===== src/rtl/fft_reorder8.sv =====
// Reorders 8-point SDF FFT frames from bit-reversed to natural bin order
// through a ping-pong pair of 8-entry banks.
module fft_reorder8 #(
  parameter int DW = 24
) (
  input  logic          clk,
  input  logic          rstn,
  input  logic          in_valid,
  input  logic          in_sof,
  input  logic [DW-1:0] in_data,
  output logic          out_valid,
  output logic [DW-1:0] out_data,
  output logic [2:0]    out_index,
  output logic          out_last,
  output logic          frame_err
);

  typedef enum logic {R_IDLE, R_READ} state_t;

  logic [DW-1:0] mem [2][8];
  logic [1:0]    full;
  logic [2:0]    wr_cnt, wr_cnt_nxt, wr_addr;
  logic          wr_bank, wr_en, err_set, frame_done;
  logic [2:0]    rd_cnt;
  logic          rd_bank, rd_other, pick, rd_done;
  state_t        state;

  // Write decision: discard strays, restart on early sof, refuse a full bank.
  always_comb begin
    wr_en      = 1'b0;
    wr_addr    = '0;
    err_set    = 1'b0;
    wr_cnt_nxt = wr_cnt;
    frame_done = 1'b0;
    if (in_valid) begin
      if (!in_sof && wr_cnt == 3'd0) begin
        err_set = 1'b1;
      end else if (full[wr_bank]) begin
        err_set = 1'b1;
      end else begin
        wr_en = 1'b1;
        if (in_sof) begin
          err_set    = (wr_cnt != 3'd0);
          wr_addr    = '0;
          wr_cnt_nxt = 3'd1;
        end else begin
          wr_addr    = {wr_cnt[0], wr_cnt[1], wr_cnt[2]};
          wr_cnt_nxt = wr_cnt + 3'd1;
          frame_done = (wr_cnt == 3'd7);
        end
      end
    end
  end

  always_ff @(posedge clk) begin
    if (wr_en) mem[wr_bank][wr_addr] <= in_data;
  end

  assign rd_other = ~rd_bank;
  assign pick     = full[~wr_bank] ? ~wr_bank : wr_bank;
  assign rd_done  = (state == R_READ) && (rd_cnt == 3'd7);

  always_ff @(posedge clk or negedge rstn) begin
    if (!rstn) begin
      wr_cnt    <= '0;
      wr_bank   <= 1'b0;
      full      <= '0;
      frame_err <= 1'b0;
    end else begin
      wr_cnt <= wr_cnt_nxt;
      if (err_set) frame_err <= 1'b1;
      if (rd_done) full[rd_bank] <= 1'b0;
      if (frame_done) begin
        full[wr_bank] <= 1'b1;
        wr_bank       <= ~wr_bank;
      end
    end
  end

  // X[0] is issued on the idle->read edge so the first output lands one
  // cycle after the frame completes; rd_cnt then points at the next bin.
  always_ff @(posedge clk or negedge rstn) begin
    if (!rstn) begin
      state     <= R_IDLE;
      rd_cnt    <= '0;
      rd_bank   <= 1'b0;
      out_valid <= 1'b0;
      out_last  <= 1'b0;
      out_data  <= '0;
      out_index <= '0;
    end else begin
      out_last <= 1'b0;
      case (state)
        R_IDLE: begin
          if (full != 2'b00) begin
            rd_bank   <= pick;
            out_data  <= mem[pick][0];
            out_index <= '0;
            out_valid <= 1'b1;
            rd_cnt    <= 3'd1;
            state     <= R_READ;
          end else begin
            out_valid <= 1'b0;
          end
        end
        R_READ: begin
          out_data  <= mem[rd_bank][rd_cnt];
          out_index <= rd_cnt;
          out_valid <= 1'b1;
          out_last  <= (rd_cnt == 3'd7);
          rd_cnt    <= rd_cnt + 3'd1;
          if (rd_cnt == 3'd7) begin
            if (full[rd_other]) rd_bank <= rd_other;
            else                state   <= R_IDLE;
          end
        end
        default: state <= R_IDLE;
      endcase
    end
  end

endmodule


===== config.mk =====
export PLATFORM = sky130hd
export DESIGN_NAME = fft_reorder8
export DESIGN_NICKNAME = d
export VERILOG_FILES = /design/src/rtl/fft_reorder8.sv
export SDC_FILE = /design/constraint.sdc
export NUM_CORES = 1
export LEC_CHECK = 0
export CAP_MARGIN = 20
export CORE_MARGIN = 2
export CORE_UTILIZATION = 52
export DETAILED_ROUTE_END_ITERATION = 10
export GPL_ROUTABILITY_DRIVEN = 0
export GPL_TIMING_DRIVEN = 0
export PLACE_DENSITY = 0.69
export SYNTH_ARGS = -nofsm -noshare
export SYNTH_HDL_FRONTEND = slang
export SYNTH_SLANG_ARGS = --single-unit

===== constraint.sdc =====
create_clock -name clk -period 7.3 [get_ports clk]
set_input_delay 1.095 -clock clk [delete_from_list [all_inputs] [get_ports clk]]
set_output_delay 1.095 -clock clk [all_outputs]
set_load 0.01 [all_outputs]

==> results of run 1 <==
## state kept, by name, summed over array words and instances (netlist names)
signal	flops
mem	384
out_data	24
out_index	3
rd_cnt	3
wr_cnt	3
full	2
frame_err	1
out_last	1
out_valid	1
rd_bank	1
state	1
wr_bank	1
## layer usage
metal  wire (um)  vias up  part of all wire (%)  track usage (%)
met1       15700     4455                    41             33.3
li1            -     3574                     -                -
met3        3130       78                   8.2             4.93
met2       18100      371                    47             37.0
met5           0        -                     0                0
met4        1220        0                   3.2             9.23
## synth_stat cells (5+ instances only)
cell	count	area share, %
a21oi_1	30	0.91
buf_2	20	0.60
buf_4	7	0.32
clkbuf_1	16	0.36
dfrtp_1	41	6.2
edfxtp_1	384	70
ha_1	5	0.38
inv_1	5	0.11
mux2_2	49	3.3
mux4_2	96	13
nand2_1	38	0.86
nor2_1	12	0.27
nor3_1	6	0.18
o221ai_1	24	1.3
o22ai_1	25	0.94
## area by class of cell
| class | count | area, um^2 | share of cell area (%) |
|---|---|---|---|
| buffer | 47 | 258 | 1.31 |
| clock buffer | 62 | 1250 | 6.38 |
| clock inverter | 20 | 190 | 0.970 |
| inverter | 6 | 22.5 | 0.115 |
| multi-input combinational | 316 | 3840 | 19.6 |
| sequential | 425 | 12600 | 64.0 |
| tap | 402 | 503 | 2.56 |
| timing repair buffer | 82 | 991 | 5.05 |
## power breakdown
group	internal (mW)	total, mW	switching (mW)
Sequential	2.89	3.00	0.115
Clock	1.30	2.20	0.899
Combinational	1.11	2.37	1.26
Total	5.30	7.57	2.27
## path summary, 6_finish.rpt
path / from / to / slack, ns
worst min register to register: frame_err / frame_err / 0.46
worst min-delay path: frame_err / frame_err / 0.46
min in group asynchronous: rstn / out_data[18] / 0.54
worst max-delay path: in_sof / mem[0][8] / 4.02
max in group asynchronous: rstn / out_data[4] / 6.21
worst max register to register: wr_cnt[0] / mem[0][8] / 4.35
## worst max-delay path, delay by kind of cell
kind            cells  cell delay [ns]
simple gates        2             0.93
compound gates      1             0.34
buf+inv             4             1.12
## kinds of logic (layout without fill, tap and decap cells)
group,count (synthesis),in the layout,synth area share [%]
AOI/OAI and AO/OA,92,92,3.74
xor gates and xnor gates,1,1,0.0529
muxes,147,147,16.5
buffers and inverters,53,217,1.69
and+or+nand+nor,71,71,1.87
adders and majority gates,5,5,0.378
DFF,425,425,75.8
## through the flow
stage / cell area (um^2) / util, %
floorplan: 16600 / -
global placement: 17600 / 56.1
detailed placement: 18200 / 57.7
CTS: 19600 / 62.3
global route: 19600 / 62.3
finish: 19600 / 62.3
## cells in the final DEF, fill, tap and decap left out, types with 5 or more instances in the layout
| cell | count |
|---|---|
| dfrtp_1 | 41 |
| o221ai_1 | 24 |
| nor2_4 | 10 |
| clkdlybuf4s50_1 | 56 |
| buf_2 | 21 |
| clkbuf_1 | 28 |
| buf_4 | 9 |
| clkinv_2 | 6 |
| clkbuf_16 | 46 |
| clkinv_1 | 7 |
| buf_16 | 7 |
| mux4_2 | 96 |
| inv_1 | 5 |
| buf_6 | 14 |
| ha_1 | 5 |
| edfxtp_1 | 384 |
| nor3_2 | 5 |
| a21oi_1 | 30 |
| nand2_1 | 38 |
| mux2_2 | 49 |
| o22ai_1 | 25 |
==> impl_metrics.toml, run 1 <==
[sta]
whs_ns = 0.463
fin_skew_ns = 0.0198
period_share_pct = 44.9
rsz0062_at_grt = "false"
slew_headroom_pct = 30.9
fmax_mhz = 305
setup-violations-final = 0
hold_violations = 0
setup_slack_ns = 4.02
post-route-min-period_ns = 3.28
worstMarginPinSlew_ns = 1.03
setup_tns_ns = 0
final_max_slew_viol_count = 0

[detailed_routing]
vias = 8478
drc = 0
vias_per_cell = 6.23
drtIter0Drc = 975
finalWirelength_mm = 38.1
dr.pass1.iters = 9
drtAntennaViolNets = 0
wl_per_cell_um = 28.0

[final_layout]
drive_gt1_share_pct = 29.4
final_nets = 955
area_delta_synth_final_pct = 18.3
diodes = 0
stdcell_count = 1360
fillers = 2122

[pwr]
power_mw = 7.57
pwr_density_cell_mw_per_mm2 = 386
peakVddDrop_mv = 0.272
p_leak_nw = 6.44

[clock_tree]
clock_latency_ns = 0.55
clkTransAtPathRegs_ns = 0.06
h-tree-depth = 2
cts_tree = "built"
root_buffer = "clkbuf_16"
cts_resized = 0
cts_buffers = 44
post_cts_buffers = 0
clk_path_buf_depth = 3
ctsHoldBuffers = 0
cts_sinks = 425

[setup_path]
cp-end-kind = "flip-flop"
worstPathRequired_ns = 7.54
cp_slowest_stage_delay_ns = 0.63
critPathMaxFanout = 9
cp.arrival_ns = 3.51
crit_chain = "clkdlybuf4s50_1 > inv_1 > o2111a_1 > nand3_1 > nor3_2 > buf_6 > buf_4"
critical_path_class = "input port to flip-flop"
rr_worst_depth = 8
startpoint_type = "input port"
cp_slowest_cell = "nor3_2"

[yosys]
syn_nets = 827
yosysSeqAreaShare_pct = 75.8
postSynthAreaPerCell_um2 = 20.9
syn-cell-area_mm2 = 0.0166
ys_warn_count = 0
ys_ff_latch = 425
synthCells = 794
synth_cell_type_count = 33
synth-edff-count = 384
synth-main-ff-cell = "edfxtp_1"
async_reset_ff_share_pct = 9.65

[job]
max_cap_viol_count = 0

[floorplan]
io_pins = 58
initial_core_util_pct = 52.6
die_area_mm2 = 0.0333
core_mm2 = 0.0315
rows = 65
die_h_um = 183
die_w_um = 183

[hold_path]
whs_path_depth = 1
hold_class = "flip-flop to flip-flop"

[grt]
grt_pass1_vias = 8909
grt_max_degree = 26
grt_pass1_wl_mm = 56.6
antenna_found_initial = 0
track_usage_pct = 23.7
grt_overflow = 0

[run_status]
status = "complete, no violations"

[placed_design]
dpl.hpwl_mm = 24.1
place_ws_ns = 3.49
portBuffers = 57
dp.cells = 1278
Note: power is estimated with default switching activity, not from simulation.
==> run 2, diff against run 1 <==
--- a/config.mk
+++ b/config.mk
@@ -11,7 +11,7 @@
 export DETAILED_ROUTE_END_ITERATION = 10
 export GPL_ROUTABILITY_DRIVEN = 0
 export GPL_TIMING_DRIVEN = 0
-export PLACE_DENSITY = 0.69
+export PLACE_DENSITY = 0.72
 export SYNTH_ARGS = -nofsm -noshare
 export SYNTH_HDL_FRONTEND = slang
 export SYNTH_SLANG_ARGS = --single-unit
==> constraint.sdc (replaced) <==
create_clock -name clk -period 2.72 [get_ports clk]
set_input_delay 0.408 -clock clk [delete_from_list [all_inputs] [get_ports clk]]
set_output_delay 0.408 -clock clk [all_outputs]
set_load 0.01 [all_outputs]
==> run 2 against run 1 <==
Critical path depth did not move. Critical endpoint is now mem[0][149]. Die area is the same. Highest routed layer unchanged. Register-to-register slack worse by 4.2 ns. Power increased to 2.7 times the previous value. Count of clock-buffer cells in the layout stayed put. Worst setup slack got worse by 3.9 ns. Combinational power grew to 2.7 times the previous value. Sequential cell count unchanged. Sequential share of layout area is 0.93 points lower.
==> impl_metrics.toml, run 2 (synthesized netlist as in run 1, its figures left out) <==
[detailed_routing]
vias_per_cell = 6.30
wl_per_cell_um = 27.9
drtIter0Drc = 1044
vias = 8596
drtAntennaViolNets = 0
drc = 0
dr.pass1.iters = 5
finalWirelength_mm = 38.1

[sta]
fmax_mhz = 383
setup_slack_ns = 0.109
worstMarginPinSlew_ns = 0.990
fin_skew_ns = 0.0113
slew_headroom_pct = 33.9
hold_violations = 0
final_max_slew_viol_count = 0
setup-violations-final = 0
whs_ns = 0.324
post-route-min-period_ns = 2.61
setup_tns_ns = 0
period_share_pct = 96.0
rsz0062_at_grt = "true"

[grt]
grt_overflow = 0
antenna_found_initial = 0
grt_pass1_vias = 8578
grt_pass1_wl_mm = 55.6
track_usage_pct = 23.3
grt_max_degree = 31

[run_status]
status = "complete, no violations"

[final_layout]
diodes = 0
layout_common_cells = "384 x edfxtp_1, 96 x mux4_2, 56 x clkdlybuf4s50_1, 49 x mux2_2, 45 x clkbuf_16"
final_common_cell = "edfxtp_1"
drive_gt1_share_pct = 30.9
stdcell_count = 1365
largest-register = "mem"
fin_area_mm2 = 0.0199
fillers = 2060
reg.largest.list = "mem (384), out_data (24)"
largest_reg_flops = 384
final_core_utilization_pct = 63.2
final_nets = 962
area_delta_synth_final_pct = 20.1

[setup_path]
cp.arrival_ns = 2.85
cp-startpoint = "wr_cnt[0]"
worstPathRequired_ns = 2.95
cp-end-kind = "flip-flop"
startpoint_type = "flip-flop"
r2r_start = "wr_cnt[0]"
critical_path_class = "flip-flop to flip-flop"
critPathMaxFanout = 14

[placed_design]
dpl.hpwl_mm = 24.0
place_ws_ns = -0.548
dp.cells = 1273
dpl-instance-area_mm2 = 0.0182
portBuffers = 57

[clock_tree]
cts_sinks = 425
root_buffer = "clkbuf_16"
cts_buffers = 43
cts_tree = "built"
clock_latency_ns = 0.54
h-tree-depth = 2
clk_path_buf_depth = 3
clkTransAtPathRegs_ns = 0.06

[floorplan]
die_h_um = 183
core_mm2 = 0.0315
initial_core_util_pct = 52.6
io_pins = 58
die_area_mm2 = 0.0333
die_w_um = 183
rows = 65

[hold_path]
hold_class = "input port to asynchronous set/reset pin"

[pwr]
pwr_density_cell_mw_per_mm2 = 1040
peakVddDrop_mv = 0.551
p_leak_nw = 6.56
power_mw = 20.6

[job]
max_cap_viol_count = 0
==> run 2: changes by cell type in the layout (fill, tap and decap cells not counted), moves of 2 or more <==
cell       delta
buf_12        +6
buf_8         -3
clkbuf_8      +4
clkbuf_1      -3
clkinv_1      -5
nor3_4        +4
buf_16        +5
buf_4         +4
nand3_1       -2
bufinv_16     +2
buf_6         -5
clkinv_2      +3
nor3_2        -4
==> run 2: final timing paths <==
check / end / slack (ns) / cells past startpoint
setup / recovery: mem[0][149] / 0.11 / 7
hold / removal: out_data[21] / 0.32 / 2
setup reg to reg: mem[0][149] / 0.11 / 7
hold reg to reg: frame_err / 0.49 / 1
max in group asynchronous: out_data[5] / 1.87 / 3
min in group clk: frame_err / 0.49 / 1
==> run 2: layout make-up <==
type	instances	area (um^2)	share of cell area, %
sequential	425	12600	63.1
multi-input combinational	316	3890	19.5
clock buffer	62	1270	6.38
timing repair buffer	90	1190	5.97
tap	402	503	2.53
buffer	47	258	1.30
clock inverter	17	214	1.08
inverter	6	22.5	0.113
==> run 2: critical path, stage by stage, from the launching register on <==
cell	delay [ns]
dfrtp_2	0.46
inv_1	0.19
ha_1	0.18
nand2b_1	0.09
o22a_1	0.26
a21o_1	0.24
nor3_4	0.64
buf_16	0.24
==> run 2: what timing repair did <==
item | CTS | global route
setup buffers | 9 | 3
pin swaps | 8 | 1
endpoints found under the setup margin | 176 | 81
hold buffers | 1 | 0
hold endpoints to repair | 11 | 0
gates resized for setup | 2 | 4
==> run 2: routing by layer <==
layer,GRT usage (%),wire length [um]
met4,6.97,877
met3,4.41,2820
met2,35.9,18300
met5,0,0
met1,34.5,16100
==> run 2: power breakdown <==
| part | switching, mW | internal, mW |
|---|---|---|
| Clock | 2.36 | 3.72 |
| Sequential | 0.342 | 7.74 |
| Combinational | 3.41 | 3.04 |
| Total | 6.11 | 14.5 |
==> run 3, diff against run 2 <==
--- a/config.mk
+++ b/config.mk
@@ -8,6 +8,7 @@
 export CAP_MARGIN = 20
 export CORE_MARGIN = 2
 export CORE_UTILIZATION = 52
+export CTS_BUF_LIST = sky130_fd_sc_hd__clkbuf_4 sky130_fd_sc_hd__clkbuf_8
 export DETAILED_ROUTE_END_ITERATION = 10
 export GPL_ROUTABILITY_DRIVEN = 0
 export GPL_TIMING_DRIVEN = 0
==> run 3 against run 2 <==
Critical path depth shrank 1. Maximum frequency is 1.9% lower. Wire length grew 0.73%. Non-clock buffer count rose by 2. Die area unchanged. Sequential power is essentially flat. Global-route usage increased by 0.24 points. Register-to-register slack got worse by 0.05 ns.
==> impl_metrics.toml, run 3 (synthesized netlist as in run 1, its figures left out) <==
[sta]
hold_violations = 0
period_share_pct = 97.8
fmax_mhz = 376
worstMarginPinSlew_ns = 0.966
setup-violations-final = 0
slew_headroom_pct = 35.5
rsz0062_at_grt = "true"
fin_skew_ns = 0.0299
setup_tns_ns = 0
post-route-min-period_ns = 2.66
final_max_slew_viol_count = 0

[pwr]
p_leak_nw = 6.61
peakVddDrop_mv = 0.479
power_mw = 20.3
pwr_density_cell_mw_per_mm2 = 1020

[detailed_routing]
drc = 0
dr.pass1.iters = 7
wl_per_cell_um = 27.2
drtIter0Drc = 853
vias_per_cell = 6.19
vias = 8741
finalWirelength_mm = 38.4
drtAntennaViolNets = 0

[final_layout]
layout_common_cells = "384 x edfxtp_1, 96 x mux4_2, 82 x clkbuf_8, 56 x clkdlybuf4s50_1, 49 x mux2_2"
diodes = 0
largest_reg_flops = 384
final_core_utilization_pct = 63.3
largest-register = "mem"
reg.largest.list = "mem (384), out_data (24)"
final_common_cell = "edfxtp_1"
fillers = 2094
stdcell_count = 1413
area_delta_synth_final_pct = 20.2
final_nets = 991
drive_gt1_share_pct = 34.3

[floorplan]
die_area_mm2 = 0.0333
io_pins = 58
die_h_um = 183
rows = 65
core_mm2 = 0.0315
initial_core_util_pct = 52.6
die_w_um = 183

[placed_design]
portBuffers = 57
dpl.hpwl_mm = 24.0
dp.cells = 1273

[clock_tree]
cts_tree = "built"
clkTransAtPathRegs_ns = 0.06
clock_latency_ns = 0.58
root_buffer = "clkbuf_8"
cts_sinks = 425
clk_path_buf_depth = 3
cts_buffers = 70
h-tree-depth = 3

[setup_path]
critical_path_class = "flip-flop to flip-flop"
critPathMaxFanout = 24
cp.arrival_ns = 2.84
startpoint_type = "flip-flop"
worstPathRequired_ns = 2.90
cp-end-kind = "flip-flop"

[grt]
track_usage_pct = 23.5
antenna_found_initial = 0
grt_pass1_wl_mm = 56.1
grt_pass1_vias = 8801
grt_overflow = 0
grt_max_degree = 31

[hold_path]
hold_class = "input port to asynchronous set/reset pin"

[run_status]
status = "complete, no violations"

[job]
max_cap_viol_count = 0
[run 3: cell count changes in the layout (fill, tap and decap cells not counted), sizes merged]
cell	previous run	this run
clkbuf	78	120
clkinv	11	15
buf	64	66
bufinv	5	3
clkinvlp	2	3
inv	5	6
[run 3: cell type report]
cell class	count	area (um^2)	share of cell area (%)
plain buffers	47	258	1.29
clock buffers	104	1290	6.49
clock inverters	21	183	0.917
inverters	6	22.5	0.113
multi-input cells	316	3890	19.5
flip-flops and latches	425	12600	63.0
well taps	402	503	2.52
repair buffers	92	1210	6.10
[run 3: what timing repair did]
action / 4_1_cts / 5_1_grt
setup endpoints to repair: 146 / 112
gates resized for setup: 2 / 4
pin swaps: 7 / 4
hold endpoints to repair: 11 / 0
hold buffers: 1 / 0
setup buffers: 7 / 7
[run 3: routing by layer]
| layer | track usage [%] | vias up | wire length, um |
|---|---|---|---|
| met5 | 0 | - | 0 |
| met4 | 8.19 | 0 | 865 |
| met3 | 5.59 | 70 | 3350 |
| met2 | 35.9 | 432 | 18200 |
| met1 | 33.8 | 4588 | 16000 |
| li1 | - | 3651 | - |
[run 3: path summary, 6_finish.rpt]
check,from,slack [ns],end,depth (start not counted)
min,rstn,0.28,wr_cnt[0],2
max reg2reg,wr_cnt[1],0.06,mem[0][117],6
max in group asynchronous,rstn,1.89,out_data[22],3
max,wr_cnt[1],0.06,mem[0][117],6
min reg2reg,frame_err,0.47,frame_err,1
min in group clk,frame_err,0.47,frame_err,1
[run 3: critical path, stage by stage, from the launching register on]
cell and delay [ns]:
dfrtp_1 0.47, inv_1 0.15, ha_1 0.22, nand2b_1 0.12, o2111a_2 0.33, nand3_4 0.19, nor2_4 0.78
[run 3: metrics by stage]
step                setup WS (ns)  instance area (um^2)  hold slack, ns
finish                     0.0595                 19900           0.276
floorplan                  -0.519                 16600           0.112
global route              -0.0452                 19900           0.307
CTS                       0.00139                 19800           0.256
detailed placement         -0.548                 18200           0.334
global placement            -2.71                 17700           0.458
[run 3: where the power goes]
| group | switching (mW) | internal, mW |
|---|---|---|
| sequential | 0.344 | 7.74 |
| clock | 2.45 | 3.34 |
| combinational | 3.40 | 3.05 |
